**src/rtl/divider.sv**
```systemverilog
// Multi-cycle radix-2 restoring divider for DIV/DIVU: one quotient bit per clock,
// 33 clocks from the start edge to the done pulse.
module divider #(
    parameter int unsigned WIDTH = 32
) (
    input  logic             clk,
    input  logic             rst,
    input  logic             start,
    input  logic             signed_div,
    input  logic [WIDTH-1:0] dividend,
    input  logic [WIDTH-1:0] divisor,
    output logic             done,
    output logic [WIDTH-1:0] quotient,
    output logic [WIDTH-1:0] remainder
);

    localparam int unsigned CNT_W = $clog2(WIDTH);

    typedef enum logic [1:0] {
        IDLE,
        BUSY,
        FINISH
    } state_e;

    state_e             state_q, state_d;
    logic [CNT_W-1:0]   cnt_q, cnt_d;
    logic [WIDTH-1:0]   dvd_q, dvd_d;
    logic [WIDTH-1:0]   dvs_q, dvs_d;
    logic [WIDTH-1:0]   prem_q, prem_d;
    logic               qneg_q, qneg_d;
    logic               rneg_q, rneg_d;
    logic               dvz_q, dvz_d;
    logic               done_q, done_d;
    logic [WIDTH-1:0]   quo_q, quo_d;
    logic [WIDTH-1:0]   rem_q, rem_d;

    // The settled partial remainder is always below the divisor, so 32 bits of
    // storage suffice; the 33-bit width only exists across the shift/subtract.
    logic [WIDTH:0]     shifted;
    logic [WIDTH:0]     trial;

    always_ff @(posedge clk) begin
        if (rst) begin
            state_q <= IDLE;
            cnt_q   <= '0;
            dvd_q   <= '0;
            dvs_q   <= '0;
            prem_q  <= '0;
            qneg_q  <= 1'b0;
            rneg_q  <= 1'b0;
            dvz_q   <= 1'b0;
            done_q  <= 1'b0;
            quo_q   <= '0;
            rem_q   <= '0;
        end else begin
            state_q <= state_d;
            cnt_q   <= cnt_d;
            dvd_q   <= dvd_d;
            dvs_q   <= dvs_d;
            prem_q  <= prem_d;
            qneg_q  <= qneg_d;
            rneg_q  <= rneg_d;
            dvz_q   <= dvz_d;
            done_q  <= done_d;
            quo_q   <= quo_d;
            rem_q   <= rem_d;
        end
    end

    always_comb begin
        state_d = state_q;
        cnt_d   = cnt_q;
        dvd_d   = dvd_q;
        dvs_d   = dvs_q;
        prem_d  = prem_q;
        qneg_d  = qneg_q;
        rneg_d  = rneg_q;
        dvz_d   = dvz_q;
        done_d  = 1'b0;
        quo_d   = quo_q;
        rem_d   = rem_q;

        shifted = {prem_q, dvd_q[WIDTH-1]};
        trial   = shifted - {1'b0, dvs_q};

        unique case (state_q)
            IDLE: begin
                if (start) begin
                    qneg_d  = signed_div & (dividend[WIDTH-1] ^ divisor[WIDTH-1]);
                    rneg_d  = signed_div & dividend[WIDTH-1];
                    dvd_d   = (signed_div && dividend[WIDTH-1]) ? -dividend : dividend;
                    dvs_d   = (signed_div && divisor[WIDTH-1])  ? -divisor  : divisor;
                    dvz_d   = (divisor == '0);
                    prem_d  = '0;
                    cnt_d   = '0;
                    state_d = BUSY;
                end
            end
            BUSY: begin
                // Quotient bits shift into the dividend register as its MSBs are consumed.
                if (!trial[WIDTH]) begin
                    prem_d = trial[WIDTH-1:0];
                    dvd_d  = {dvd_q[WIDTH-2:0], 1'b1};
                end else begin
                    prem_d = shifted[WIDTH-1:0];
                    dvd_d  = {dvd_q[WIDTH-2:0], 1'b0};
                end
                cnt_d = cnt_q + 1'b1;
                if (cnt_q == CNT_W'(WIDTH - 1)) begin
                    state_d = FINISH;
                end
            end
            FINISH: begin
                // Divide by zero yields an all-ones quotient; negating the remainder
                // magnitude by the dividend sign restores the original dividend.
                quo_d   = (qneg_q && !dvz_q) ? -dvd_q : dvd_q;
                rem_d   = rneg_q ? -prem_q : prem_q;
                done_d  = 1'b1;
                state_d = IDLE;
            end
            default: state_d = IDLE;
        endcase
    end

    assign done      = done_q;
    assign quotient  = quo_q;
    assign remainder = rem_q;

endmodule

```
**config.mk**
```make
export PLATFORM = sky130hd
export DESIGN_NAME = divider
export DESIGN_NICKNAME = d
export VERILOG_FILES = /design/src/rtl/divider.sv
export SDC_FILE = /design/constraint.sdc
export NUM_CORES = 1
export LEC_CHECK = 0
export BUFFER_PORTS_ARGS = -buffer_cell sky130_fd_sc_hd__buf_4
export CORE_UTILIZATION = 55
export DETAILED_ROUTE_END_ITERATION = 16
export MAX_ROUTING_LAYER = met4
export PLACE_DENSITY = 0.76
export SYNTH_ARGS = -nofsm -noshare
export SYNTH_HDL_FRONTEND = slang
export SYNTH_SLANG_ARGS = --single-unit
```
**constraint.sdc**
```tcl
create_clock -name clk -period 6.67 [get_ports clk]
set_clock_uncertainty 0.2 [all_clocks]
set_input_delay 0.3335 -clock clk [delete_from_list [all_inputs] [get_ports clk]]
set_output_delay 0.3335 -clock clk [all_outputs]
set_load 0.01 [all_outputs]
```
==> run_results.csv <==
group,metric,value,unit
run_status,status,"complete, no violations",
worst_setup_path,critPathCaptureType,"flip-flop",
run,maxCapViolCount,0,
clocking,cts-root-buf,"clkbuf_16",
worst_setup_path,critPathLaunchType,"flip-flop",
timing,slew_headroom,16.98,%
worst_setup_path,r2r_end,"prem_q[13]",
timing,drv_slew,0,
clocking,cts_buffers,17,
worst_setup_path,crit_chain,"inv_1 -> ha_1 -> fa_1 -> nand2b_1 -> a21o_1 -> a211o_1 -> a31o_2 -> o211a_1 -> a311oi_4 -> buf_4 -> o21ai_0 -> a211oi_1",
clocking,htreeDepth,4,
final_layout,fillers,1669,
grt,grt_pass1_vias,9016,
clocking,cts_resized,0,
timing,setup_viol,0,
routing,antenna_left,0,
logic_synthesis,synth_common_cells,"dfxtp_1, nor2_1, nand2_1",
routing,routed_wl,28850,um
worst_setup_path,endpoint,"prem_q[13]",
floorplan,fp.dieArea,0.01993,mm2
timing,max_freq,259.5,MHz
logic_synthesis,synth_nets,1477,
routing,via_count,10240,
grt,gr-usage-all-layers,30.62,%
timing,worstMarginPinSlew,1244,ps
worst_setup_path,cp.required,6820,ps
routing,drtIter0Drc,874,
clocking,cts_tree,"yes",
final_layout,area_growth,17.44,%
clocking,clock_sinks,171,
worst_setup_path,cp.depth,12,
worst_setup_path,reg2regPathDepth,12,
logic_synthesis,synthFlopType,"dfxtp_1",
worst_setup_path,r2r_start,"dvd_q[31]",
routing,drc,0,
worst_hold_path,hold_class,"in2reg",
worst_setup_path,cp_slowest_cell,"buf_4",
logic_synthesis,synth_area_per_cell,7.775,um2
clocking,cts_buffer_depth,2,
logic_synthesis,synth_area,0.01065,mm2
floorplan,io_pins,133,
logic_synthesis,yosys_warnings,0,
worst_setup_path,crit_type,"reg2reg",
timing,layout_min_cycle_time,3854,ps
power_and_ir_drop,p_per_area,225.6,mW/mm2
place,gp_congestion,0.9339,
timing,tns,0,ps
logic_synthesis,async_reset_ff_share,0,%
timing,final-hold-violation-count,0,
floorplan,die_h,141.2,um
worst_hold_path,hp-start,"dividend[23]",
grt,grt_antenna_before_repair,0,
logic_synthesis,synth.most_common_cell,"dfxtp_1",
floorplan,die_x,141.2,um
logic_synthesis,synthCells,1370,
place,port_buffers,132,
grt,grt_max_degree,95,
place,dpl.hpwl,21210,um
worst_setup_path,slowest_delay,510,ps
power_and_ir_drop,power,0.002823,W
worst_setup_path,crit_buf_inv,2,
timing,period_share,57.78,%
floorplan,start_util,56.56,%
floorplan,core_area,0.01883,mm2
power_and_ir_drop,leakage,4.900,nW
floorplan,std_cell_rows,50,
clocking,clk_pin_slew,70,ps
power_and_ir_drop,ir_worst_vdd,0.0001609,V
timing,rsz0062_at_grt,"no",
final_layout,final_core_util,66.43,%
final_layout,finalNetCount,1566,
worst_setup_path,critical_path.startpoint,"dvd_q[31]",
logic_synthesis,ys_types,67,
worst_setup_path,critPathArrivalTime,4000,ps
logic_synthesis,ys_seq_area_share,32.14,%
logic_synthesis,synth_seq_cells,171,
worst_setup_path,crit_fanout,52,
grt,grt_overflow_total,0,
timing,whs,11.12,ps
routing,vias_per_cell,5.913,
final_layout,diodes,0,
routing,drtPass1Iterations,5,
worst_setup_path,rrSetupSlack,2820,ps
clocking,clock_latency,440,ps
logic_synthesis,netlist_top_cells_area,"dfxtp_1, a21oi_1, xor2_1, a211oi_1, nor2_1",
logic_synthesis,yosysTopAreaCell,"dfxtp_1",
final_layout,drive_gt1_share,13.25,%
worst_setup_path,cpLargestDelayFamily,"compound AO/OA/AOI/OAI gates",
logic_synthesis,synth_edf_count,0,
routing,wl_per_cell,16.65,um
logic_synthesis,synth_top_area_share,32.14,%
grt,grt_pass1_wl,47170,um
power breakdown:
part           switching [W]  internal, W  total (W)
registers          0.0000610      0.00106    0.00112
logic               0.000364     0.000252   0.000615
clock network       0.000466     0.000617    0.00108
total               0.000890      0.00193    0.00282
worst min-delay path by stage:
stage                     slack, ps             to  depth (start not counted)
after floorplan                 230      dvs_q[15]                          2
after global placement          240      dvs_q[15]                          2
after detailed placement        250  remainder[29]                          2
after CTS                       0.5      dvd_q[23]                          4
after global routing             30      dvs_q[21]                          3
final                            10      dvd_q[23]                          4
final cells by class:
class	count	area, um2	area share, %
Multi-Input combinational cell	1063	6728	53.78
Sequential cell	171	3423	27.37
Tap cell	260	325.3	2.601
Timing Repair Buffer	155	1199	9.582
Clock buffer	18	439.2	3.511
Inverter	51	191.4	1.530
Clock inverter	14	203.9	1.630
what timing repair did:
action / in CTS / in global routing
setup buffers: 0 / 0
hold buffers: 14 / 0
hold endpoints to repair: 14 / 0
tightest hold or removal path, cell delays in order:
cell and delay, ps:
buf_4 100, xor2_1 60, nand2_1 60, a21oi_1 50
registers in the layout, indices dropped and copies added, names as in the netlist:
register	cells
cnt_q	5
done	1
dvd_q	32
dvs_q	32
dvz_q	1
prem_q	32
qneg_q	1
quotient	32
remainder	32
rneg_q	1
state_q	2
logic make-up (layout without fill, tap and decap cells):
logic type / after synthesis / after routing / synth area share [%]
AND/OR/NAND/NOR: 435 / 435 / 19.16
adder cells (fa/ha/maj): 39 / 39 / 4.652
multiplexers: 10 / 10 / 0.9398
XOR/XNOR: 131 / 131 / 10.77
flip-flops: 171 / 171 / 32.14
buffers and inverters: 136 / 238 / 5.027
AO/OA/AOI/OAI: 448 / 448 / 27.31
layer usage:
metal | share of wire (%) | routed length (um) | track usage [%]
met1 | 49 | 14100 | 45.20
met5 | 0 | 0 | -
met3 | 7.9 | 2265 | 4.959
met4 | 0.92 | 264 | 6.636
met2 | 42 | 12210 | 43.33
metrics by stage:
stage | std cells | area [um2] | setup WS (ps)
2_1_floorplan | 1370 | 10650 | 3488
3_3_place_gp | 1686 | 11730 | 2952
3_5_place_dp | 1686 | 11730 | 2842
4_1_cts | 1732 | 12510 | 2825
5_1_grt | 1732 | 12510 | 2516
6_report | 1732 | 12510 | 2816
cells in the final DEF (no fill, tap or decap), types with 31 or more instances in the layout:
cell type,count
dfxtp_1,171
nor2_1,148
buf_4,141
nand2_1,139
a21oi_1,133
o21ai_0,81
a211oi_1,81
xor2_1,70
xnor2_1,61
inv_1,51
ha_1,38
a22oi_1,31
No activity file was read; power rests on OpenSTA's default activity.
